File: src/rtl/posit_opgroup_dispatcher_if.sv
// Issue / result bus of the posit op-group dispatcher.
// master = dispatcher side, slave = ops source, lanes and result sink.
interface posit_opgroup_dispatcher_if #(
    parameter int unsigned WIDTH = 32,
    parameter int unsigned TAG_W = 4
);
    logic                   flush_i;
    logic                   in_valid_i;
    logic                   in_ready_o;
    logic [3:0]             op_i;
    logic [3*WIDTH-1:0]     operands_i;
    logic [2:0]             rnd_mode_i;
    logic [TAG_W-1:0]       tag_i;
    logic [2:0]             lane_valid_o;
    logic [2:0]             lane_ready_i;
    logic [3:0]             lane_op_o;
    logic [3*WIDTH-1:0]     lane_operands_o;
    logic [2:0]             lane_rnd_o;
    logic [TAG_W-1:0]       lane_tag_o;
    logic [2:0]             lane_res_valid_i;
    logic [2:0]             lane_res_ready_o;
    logic [3*WIDTH-1:0]     lane_result_i;
    logic [14:0]            lane_status_i;
    logic [3*TAG_W-1:0]     lane_tag_i;
    logic                   out_valid_o;
    logic                   out_ready_i;
    logic [WIDTH-1:0]       result_o;
    logic [4:0]             status_o;
    logic [TAG_W-1:0]       tag_o;
    logic                   busy_o;

    modport master (
        input  flush_i, in_valid_i, op_i, operands_i,
        input  rnd_mode_i, tag_i, lane_ready_i,
        input  lane_res_valid_i, lane_result_i,
        input  lane_status_i, lane_tag_i, out_ready_i,
        output in_ready_o, lane_valid_o, lane_op_o,
        output lane_operands_o, lane_rnd_o, lane_tag_o,
        output lane_res_ready_o, out_valid_o, result_o,
        output status_o, tag_o, busy_o
    );

    modport slave (
        output flush_i, in_valid_i, op_i, operands_i,
        output rnd_mode_i, tag_i, lane_ready_i,
        output lane_res_valid_i, lane_result_i,
        output lane_status_i, lane_tag_i, out_ready_i,
        input  in_ready_o, lane_valid_o, lane_op_o,
        input  lane_operands_o, lane_rnd_o, lane_tag_o,
        input  lane_res_ready_o, out_valid_o, result_o,
        input  status_o, tag_o, busy_o
    );
endinterface

File: src/rtl/posit_opgroup_dispatcher.sv
// Posit op-group dispatcher: decodes ops to ADDMUL/DIVSQRT/NONCOMP lanes,
// bounds in-flight ops per lane, answers illegal ops with NaR/NV, and
// round-robin merges lane results into one registered output.
// Ports: clk_i, rst_ni (async active-low), bus (issue, lane, result side).
module posit_opgroup_dispatcher #(
    parameter int unsigned WIDTH     = 32,
    parameter int unsigned TAG_W     = 4,
    parameter int unsigned MAX_OUTST = 4
) (
    input logic                        clk_i,
    input logic                        rst_ni,
    posit_opgroup_dispatcher_if.master bus
);
    localparam int unsigned CW = $clog2(MAX_OUTST + 1);
    localparam logic [CW-1:0] CNT_MAX = CW'(MAX_OUTST);
    localparam logic [WIDTH-1:0] POSIT_NAR = {1'b1, {(WIDTH-1){1'b0}}};
    localparam logic [4:0] ST_NV = 5'b10000;

    typedef enum logic [3:0] {
        FMADD, FNMSUB, ADD, MUL, DIV,
        SQRT, SGNJ, MINMAX, CMP, CLASSIFY
    } operation_e;

    typedef enum logic [1:0] {
        ADDMUL  = 2'd0,
        DIVSQRT = 2'd1,
        NONCOMP = 2'd2
    } opgroup_e;

    function automatic opgroup_e get_opgroup(input logic [3:0] op);
        if (op <= 4'(MUL)) return ADDMUL;
        if (op <= 4'(SQRT)) return DIVSQRT;
        return NONCOMP;
    endfunction

    logic [2:0][CW-1:0] cnt_q, cnt_d;
    logic [1:0]         ptr_q, ptr_d;
    logic               err_valid_q, err_valid_d;
    logic [TAG_W-1:0]   err_tag_q, err_tag_d;
    logic               out_valid_q, out_valid_d;
    logic [WIDTH-1:0]   result_q, result_d;
    logic [4:0]         status_q, status_d;
    logic [TAG_W-1:0]   tag_q, tag_d;

    logic       op_legal;
    logic [1:0] grp;
    logic [2:0] room, lane_valid, inc, dec, res_ready, underflow;
    logic       in_ready, err_push, err_pop, load_en;
    logic [3:0] req, grant;
    logic [1:0] gidx, arb_idx;

    // rnd_mode 3'b110 and DYN (3'b111) are both rejected
    assign op_legal = (bus.op_i <= 4'(CLASSIFY)) &&
                      (bus.rnd_mode_i[2:1] != 2'b11);
    assign grp = get_opgroup(bus.op_i);

    for (genvar l = 0; l < 3; l++) begin : g_room
        assign room[l] = cnt_q[l] < CNT_MAX;
    end

    always_comb begin
        lane_valid = '0;
        in_ready   = 1'b0;
        err_push   = 1'b0;
        if (!bus.flush_i) begin
            if (op_legal) begin
                lane_valid[grp] = bus.in_valid_i & room[grp];
                in_ready        = bus.lane_ready_i[grp] & room[grp];
            end else begin
                in_ready = ~err_valid_q;
                err_push = bus.in_valid_i & ~err_valid_q;
            end
        end
    end

    assign req     = {err_valid_q, bus.lane_res_valid_i};
    assign load_en = ~out_valid_q | bus.out_ready_i;

    // first requester at or after the pointer wins
    always_comb begin
        grant   = '0;
        gidx    = '0;
        arb_idx = '0;
        for (int k = 0; k < 4; k++) begin
            arb_idx = ptr_q + 2'(k);
            if (grant == '0 && req[arb_idx]) begin
                grant[arb_idx] = 1'b1;
                gidx           = arb_idx;
            end
        end
    end

    // during flush every lane result is drained and dropped
    assign res_ready = bus.flush_i ? 3'b111 :
                       ({3{load_en}} & grant[2:0]);
    assign err_pop   = ~bus.flush_i & load_en & grant[3];
    assign inc       = lane_valid & bus.lane_ready_i;
    assign dec       = bus.lane_res_valid_i & res_ready;

    always_comb begin
        cnt_d       = cnt_q;
        ptr_d       = ptr_q;
        err_valid_d = err_valid_q;
        err_tag_d   = err_tag_q;
        out_valid_d = out_valid_q;
        result_d    = result_q;
        status_d    = status_q;
        tag_d       = tag_q;
        underflow   = '0;
        for (int l = 0; l < 3; l++) begin
            underflow[l] = dec[l] & ~bus.flush_i & (cnt_q[l] == '0);
            if (inc[l] && !dec[l]) begin
                cnt_d[l] = cnt_q[l] + CW'(1);
            end else if (dec[l] && !inc[l] && cnt_q[l] != '0) begin
                cnt_d[l] = cnt_q[l] - CW'(1);
            end
        end
        if (err_pop) err_valid_d = 1'b0;
        if (err_push) begin
            err_valid_d = 1'b1;
            err_tag_d   = bus.tag_i;
        end
        if (load_en) begin
            out_valid_d = |req;
            if (|req) begin
                ptr_d = gidx + 2'd1;
                if (grant[3]) begin
                    result_d = POSIT_NAR;
                    status_d = ST_NV;
                    tag_d    = err_tag_q;
                end else begin
                    result_d = bus.lane_result_i[int'(gidx)*WIDTH +: WIDTH];
                    status_d = bus.lane_status_i[int'(gidx)*5 +: 5];
                    tag_d    = bus.lane_tag_i[int'(gidx)*TAG_W +: TAG_W];
                end
            end
        end
        if (bus.flush_i) begin
            cnt_d       = '0;
            ptr_d       = '0;
            err_valid_d = 1'b0;
            out_valid_d = 1'b0;
        end
    end

    always_ff @(posedge clk_i or negedge rst_ni) begin
        if (!rst_ni) begin
            cnt_q       <= '0;
            ptr_q       <= '0;
            err_valid_q <= 1'b0;
            err_tag_q   <= '0;
            out_valid_q <= 1'b0;
            result_q    <= '0;
            status_q    <= '0;
            tag_q       <= '0;
        end else begin
            cnt_q       <= cnt_d;
            ptr_q       <= ptr_d;
            err_valid_q <= err_valid_d;
            err_tag_q   <= err_tag_d;
            out_valid_q <= out_valid_d;
            result_q    <= result_d;
            status_q    <= status_d;
            tag_q       <= tag_d;
        end
    end

    a_no_underflow: assert property (
        @(posedge clk_i) disable iff (!rst_ni) underflow == 3'b000
    );

    assign bus.in_ready_o       = in_ready;
    assign bus.lane_valid_o     = lane_valid;
    assign bus.lane_op_o        = bus.op_i;
    assign bus.lane_operands_o  = bus.operands_i;
    assign bus.lane_rnd_o       = bus.rnd_mode_i;
    assign bus.lane_tag_o       = bus.tag_i;
    assign bus.lane_res_ready_o = res_ready;
    assign bus.out_valid_o      = out_valid_q;
    assign bus.result_o         = result_q;
    assign bus.status_o         = status_q;
    assign bus.tag_o            = tag_q;
    assign bus.busy_o = (cnt_q != '0) | err_valid_q | out_valid_q;
endmodule

File: src/flat_wrapper.sv
// flat-port wrapper written by rule: the top's interface ports become plain ports
module posit_opgroup_dispatcher_flat 
#(
    parameter int unsigned WIDTH     = 32,
    parameter int unsigned TAG_W     = 4,
    parameter int unsigned MAX_OUTST = 4
)
  (clk_i, rst_ni, bus_flush_i, bus_in_valid_i, bus_op_i, bus_operands_i, bus_rnd_mode_i, bus_tag_i, bus_lane_ready_i, bus_lane_res_valid_i, bus_lane_result_i, bus_lane_status_i, bus_lane_tag_i, bus_out_ready_i, bus_in_ready_o, bus_lane_valid_o, bus_lane_op_o, bus_lane_operands_o, bus_lane_rnd_o, bus_lane_tag_o, bus_lane_res_ready_o, bus_out_valid_o, bus_result_o, bus_status_o, bus_tag_o, bus_busy_o);
  posit_opgroup_dispatcher_if #(.WIDTH(WIDTH), .TAG_W(TAG_W)) bus_i ();
  input logic clk_i;
  input logic rst_ni;
  input wire logic [$bits(bus_i.flush_i)-1:0] bus_flush_i;
  input wire logic [$bits(bus_i.in_valid_i)-1:0] bus_in_valid_i;
  input wire logic [$bits(bus_i.op_i)-1:0] bus_op_i;
  input wire logic [$bits(bus_i.operands_i)-1:0] bus_operands_i;
  input wire logic [$bits(bus_i.rnd_mode_i)-1:0] bus_rnd_mode_i;
  input wire logic [$bits(bus_i.tag_i)-1:0] bus_tag_i;
  input wire logic [$bits(bus_i.lane_ready_i)-1:0] bus_lane_ready_i;
  input wire logic [$bits(bus_i.lane_res_valid_i)-1:0] bus_lane_res_valid_i;
  input wire logic [$bits(bus_i.lane_result_i)-1:0] bus_lane_result_i;
  input wire logic [$bits(bus_i.lane_status_i)-1:0] bus_lane_status_i;
  input wire logic [$bits(bus_i.lane_tag_i)-1:0] bus_lane_tag_i;
  input wire logic [$bits(bus_i.out_ready_i)-1:0] bus_out_ready_i;
  output wire logic [$bits(bus_i.in_ready_o)-1:0] bus_in_ready_o;
  output wire logic [$bits(bus_i.lane_valid_o)-1:0] bus_lane_valid_o;
  output wire logic [$bits(bus_i.lane_op_o)-1:0] bus_lane_op_o;
  output wire logic [$bits(bus_i.lane_operands_o)-1:0] bus_lane_operands_o;
  output wire logic [$bits(bus_i.lane_rnd_o)-1:0] bus_lane_rnd_o;
  output wire logic [$bits(bus_i.lane_tag_o)-1:0] bus_lane_tag_o;
  output wire logic [$bits(bus_i.lane_res_ready_o)-1:0] bus_lane_res_ready_o;
  output wire logic [$bits(bus_i.out_valid_o)-1:0] bus_out_valid_o;
  output wire logic [$bits(bus_i.result_o)-1:0] bus_result_o;
  output wire logic [$bits(bus_i.status_o)-1:0] bus_status_o;
  output wire logic [$bits(bus_i.tag_o)-1:0] bus_tag_o;
  output wire logic [$bits(bus_i.busy_o)-1:0] bus_busy_o;
  assign bus_i.flush_i = bus_flush_i;
  assign bus_i.in_valid_i = bus_in_valid_i;
  assign bus_i.op_i = bus_op_i;
  assign bus_i.operands_i = bus_operands_i;
  assign bus_i.rnd_mode_i = bus_rnd_mode_i;
  assign bus_i.tag_i = bus_tag_i;
  assign bus_i.lane_ready_i = bus_lane_ready_i;
  assign bus_i.lane_res_valid_i = bus_lane_res_valid_i;
  assign bus_i.lane_result_i = bus_lane_result_i;
  assign bus_i.lane_status_i = bus_lane_status_i;
  assign bus_i.lane_tag_i = bus_lane_tag_i;
  assign bus_i.out_ready_i = bus_out_ready_i;
  assign bus_in_ready_o = bus_i.in_ready_o;
  assign bus_lane_valid_o = bus_i.lane_valid_o;
  assign bus_lane_op_o = bus_i.lane_op_o;
  assign bus_lane_operands_o = bus_i.lane_operands_o;
  assign bus_lane_rnd_o = bus_i.lane_rnd_o;
  assign bus_lane_tag_o = bus_i.lane_tag_o;
  assign bus_lane_res_ready_o = bus_i.lane_res_ready_o;
  assign bus_out_valid_o = bus_i.out_valid_o;
  assign bus_result_o = bus_i.result_o;
  assign bus_status_o = bus_i.status_o;
  assign bus_tag_o = bus_i.tag_o;
  assign bus_busy_o = bus_i.busy_o;
  posit_opgroup_dispatcher #(.WIDTH(WIDTH), .TAG_W(TAG_W), .MAX_OUTST(MAX_OUTST)) u_core (.clk_i(clk_i), .rst_ni(rst_ni), .bus(bus_i));
endmodule
File: config.mk
export PLATFORM = sky130hd
export DESIGN_NAME = posit_opgroup_dispatcher_flat
export DESIGN_NICKNAME = d
export VERILOG_FILES = /design/src/rtl/posit_opgroup_dispatcher_if.sv /design/src/rtl/posit_opgroup_dispatcher.sv /design/src/flat_wrapper.sv
export SDC_FILE = /design/constraint.sdc
export NUM_CORES = 1
export LEC_CHECK = 0
export BUFFER_PORTS_ARGS = -buffer_cell sky130_fd_sc_hd__buf_2
export CAP_MARGIN = 20
export CORE_AREA = 10 10 147 149
export CTS_CLUSTER_DIAMETER = 40
export DETAILED_ROUTE_END_ITERATION = 10
export DIE_AREA = 0 0 157 159
export GPL_ROUTABILITY_DRIVEN = 1
export PLACE_DENSITY = 0.66
export SETUP_SLACK_MARGIN = 0.2
export SYNTH_ARGS = -nofsm -noshare
export SYNTH_HDL_FRONTEND = slang
export SYNTH_SLANG_ARGS = --single-unit
File: constraint.sdc
create_clock -name clk_i -period 4.28 [get_ports clk_i]
set_input_delay 0.856 -clock clk_i [delete_from_list [all_inputs] [get_ports clk_i]]
set_output_delay 0.856 -clock clk_i [all_outputs]
set_load 0.005 [all_outputs]
==> results_dict.tcl <==
set metrics [dict create \
    ys.flop_type "dfrtp_1" \
    switchingPower_mw 4.09 \
    fin_ws_ns 0.246 \
    critPathMaxFanout 10 \
    drive_gt1_share_pct 45.0 \
    ys_ff_latch 58 \
    synth_nets 951 \
    clock_skew_ns 0.00509 \
    drtIter0Drc 490 \
    fmax_mhz 248 \
    wire_per_inst_um 22.2 \
    switching_share_pct 49.8 \
    async_flop_share_pct 100 \
    combPwrFrac_pct 79.9 \
    synth_area_leaders "dfrtp_1 (23%), buf_4 (13%), a22oi_1 (7.4%), a221o_1 (6.6%), a221oi_1 (6.4%)" \
    fill_cells 1862 \
    critPathKind "reg -> out" \
    path_delay_family "simple AND/OR/NAND/NOR gates" \
    synth_most_common_cell "buf_4" \
    maxSlewViolCount 0 \
    vias 6227 \
    grt-ovfl-total 0 \
    crit_buf_inv 4 \
    p_total_mw 8.23 \
    wl_met2_um 10800 \
    grt_usage_pct 17.5 \
    yosysTopAreaCell "dfrtp_1" \
    wirelength_um 23000 \
    place_ws_ns 0.133 \
    synth.top_cell.area_share_pct 23.5 \
    crit_chain "buf_6, ha_2, or4_4, a21boi_4, nand2_2, buf_4, a31o_4, nor4_2, buf_4, or2_2, buf_2" \
    wl_met3_um 2090 \
    num_rows 50 \
    power.share.clock_pct 8.1 \
    pin_count 398 \
    r2r_setup_slack_ns 0.33 \
    ys_seq_area_share_pct 23.5 \
    arrival_ns 3.18 \
    start_util_pct 33.3 \
    p_leak_nw 3.07 \
    hp-class "reg -> reg" \
    yosysUniqueCellTypes 69 \
    port_buffers 201 \
    syn_inst 699 \
    cts_max_path_buffers 2 \
    m1WireLength_um 9220 \
    maxSlewHeadroom_pct 41.2 \
    grt_first_pass_wirelength_um 34900 \
    startpoint_type "register" \
    cts_sinks 58 \
    endpoint "bus_lane_res_ready_o[0]" \
    dr.pass1.iters 5 \
    netlist_area_sq_um 6180 \
    vdd_drop_max_v 0.000502 \
    power_frac_seq_pct 12.0 \
    cp.depth 11 \
    hpwlAfterDp_um 17100 \
    tightestPinTransition_ns 0.882 \
    dieArea_sq_um 25000 \
    fin_crit_sh_pct 94.3 \
    reg2reg_depth 15 \
    h-tree-depth 3 \
    power.density_nw_per_um2 1130 \
    r2r_start "u_core.ptr_q[0]" \
    worstSetupStartpoint "u_core.ptr_q[0]" \
    final_hold_viol_count 0 \
    p_int_mw 4.13 \
    grt_pass1_vias 6066 \
    cts_tree "done" \
    root_buffer "clkbuf_16" \
    ys.warnings.count 0 \
    cp.required_ns 3.42 \
    drc 0 \
    die_y_um 159 \
    cpPeakStageDelay_ns 0.55 \
    path_clk_slew_ns 0.05 \
    cts-buffers-inserted 9 \
    status "finished, final reports clean" \
    antenna_left 0 \
    nets 1047 \
    setup_viol_count_final 0 \
    r2r-end "u_core.cnt_q[8]" \
    cp_slowest_cell "or4_4" \
    syn_avg_cell_area_sq_um 8.84 \
    critPathCaptureType "output port" \
    grt_max_degree 58 \
    area_delta_synth_final_pct 17.6 \
    synthTopCellsByCount "buf_4 (107), a22oi_1 (61), dfrtp_1 (58), a21oi_1 (49), a221oi_1 (45)" \
    grt_antenna_before_repair 2 \
    core-area_sq_um 18600 \
    routed.top_layer "met5" \
    final_core_util_pct 39.1 \
    via_per_inst 6.02 \
    fin_tns_setup_ns 0 \
    gp_congestion 0.915 \
    min_period_ns 4.03 \
    chipWidth_um 157 \
    clkLatencyLatePin_ns 0.34 \
    cap_violations 0 \
    rsz0062_at_grt "true" \
    synth-edff-count 0 \
    crit_path_frequent_cell "buf_4" \
]
-- routing by layer --
metal	vias to the layer above	global-route usage [%]
met2	317	27.1
met5	-	0
met4	2	8.54
li1	2840	-
met1	2995	21.1
met3	73	5.80
-- layout make-up --
cell class,instances,area [sq um],share of cell area [%]
sequential,58,1460,20.0
multi-input combinational,462,3720,51.2
tap,234,293,4.03
clock inverter,3,15.0,0.207
antenna,1,2.50,0.0344
timing repair buffer,253,1480,20.3
clock buffer,13,250,3.44
inverter,11,53.8,0.740
-- power groups by stage --
stage          registers, mW  clock network, mW  logic [mW]
2_1_floorplan          0.977                  0        4.68
3_3_place_gp           0.998                  0        6.31
3_5_place_dp           0.993                  0        6.39
4_1_cts                0.990              0.683        6.51
5_1_grt                 1.02              0.704        7.17
6_report               0.989              0.663        6.58
-- state kept, by name, summed over array words and instances (netlist names) --
| name | count |
|---|---|
| u_core.bus.out_valid_o | 1 |
| u_core.bus.result_o | 32 |
| u_core.bus.status_o | 5 |
| u_core.bus.tag_o | 4 |
| u_core.cnt_q | 9 |
| u_core.err_tag_q | 4 |
| u_core.err_valid_q | 1 |
| u_core.ptr_q | 2 |
-- repair_timing --
action                     in CTS  in global routing
setup endpoints to repair       2                  4
hold buffers                    0                  0
setup buffers                  10                  4
resized for setup               5                  6
pin swaps                       5                  8
-- cell families after synthesis --
group,count (synthesis),share of synthesized area [%]
compound gates,332,42.8
buf+inv,179,18.4
simple gates,98,8.65
flops,58,23.5
mux,13,3.02
fa+ha+maj,11,2.59
xor+xnor,8,1.13
-- worst reg2reg max path, stage by stage (launching register included) --
cell      delay (ns)
dfrtp_4         0.46
clkinv_8        0.07
ha_4            0.28
mux4_2          0.58
a21boi_4        0.20
a22o_1          0.21
or4_4           0.53
nor2_4          0.15
buf_4           0.16
a41oi_2         0.11
and2_4          0.19
fa_2            0.34
nor3b_1         0.16
mux2i_1         0.19
xor2_1          0.16
nor2_1          0.05
-- per-stage QoR --
stage / hold slack, ns / instance area, sq um / std cells
2_1_floorplan: 0.482 / 6250 / 699
3_5_place_dp: 0.514 / 6830 / 1003
5_1_grt: 0.550 / 7270 / 1035
6_report: 0.528 / 7270 / 1035
4_1_cts: 0.534 / 7190 / 1029
3_3_place_gp: 0.501 / 6830 / 1003
-- placed cells by master (no fill, tap or decap), types with 3 or more instances in the layout --
cell and instances:
a211oi_1 4, nand2_1 14, o21ai_0 41, nand4_1 6
buf_2 201, a22oi_1 60, o21ai_1 4, o22ai_1 5
nand3_1 3, mux2i_1 4, and2_1 4, clkbuf_16 9
or3_1 3, a21oi_1 47, xor2_1 4, buf_12 6
nor2b_1 3, buf_4 45, dfrtp_1 57, a221oi_2 6
clkinv_2 3, ha_1 6, a221oi_1 45, a22o_1 6
xnor2_1 4, a21oi_2 34, clkbuf_1 3, mux4_2 4
mux2_2 5, a221o_1 41, nor2_1 36, a22oi_2 15
inv_1 10, nor3_1 4
-- worst min-delay path by stage --
stage                        start                   to  cells after the start
6_report       u_core.err_tag_q[2]  u_core.err_tag_q[2]                      1
5_1_grt        u_core.err_tag_q[2]  u_core.err_tag_q[2]                      1
4_1_cts        u_core.err_tag_q[2]  u_core.err_tag_q[2]                      1
3_5_place_dp   u_core.err_tag_q[2]  u_core.err_tag_q[2]                      1
3_3_place_gp   u_core.err_tag_q[2]  u_core.err_tag_q[2]                      1
2_1_floorplan  u_core.err_tag_q[0]  u_core.err_tag_q[0]                      1
Power figures use the tool's default switching activity.
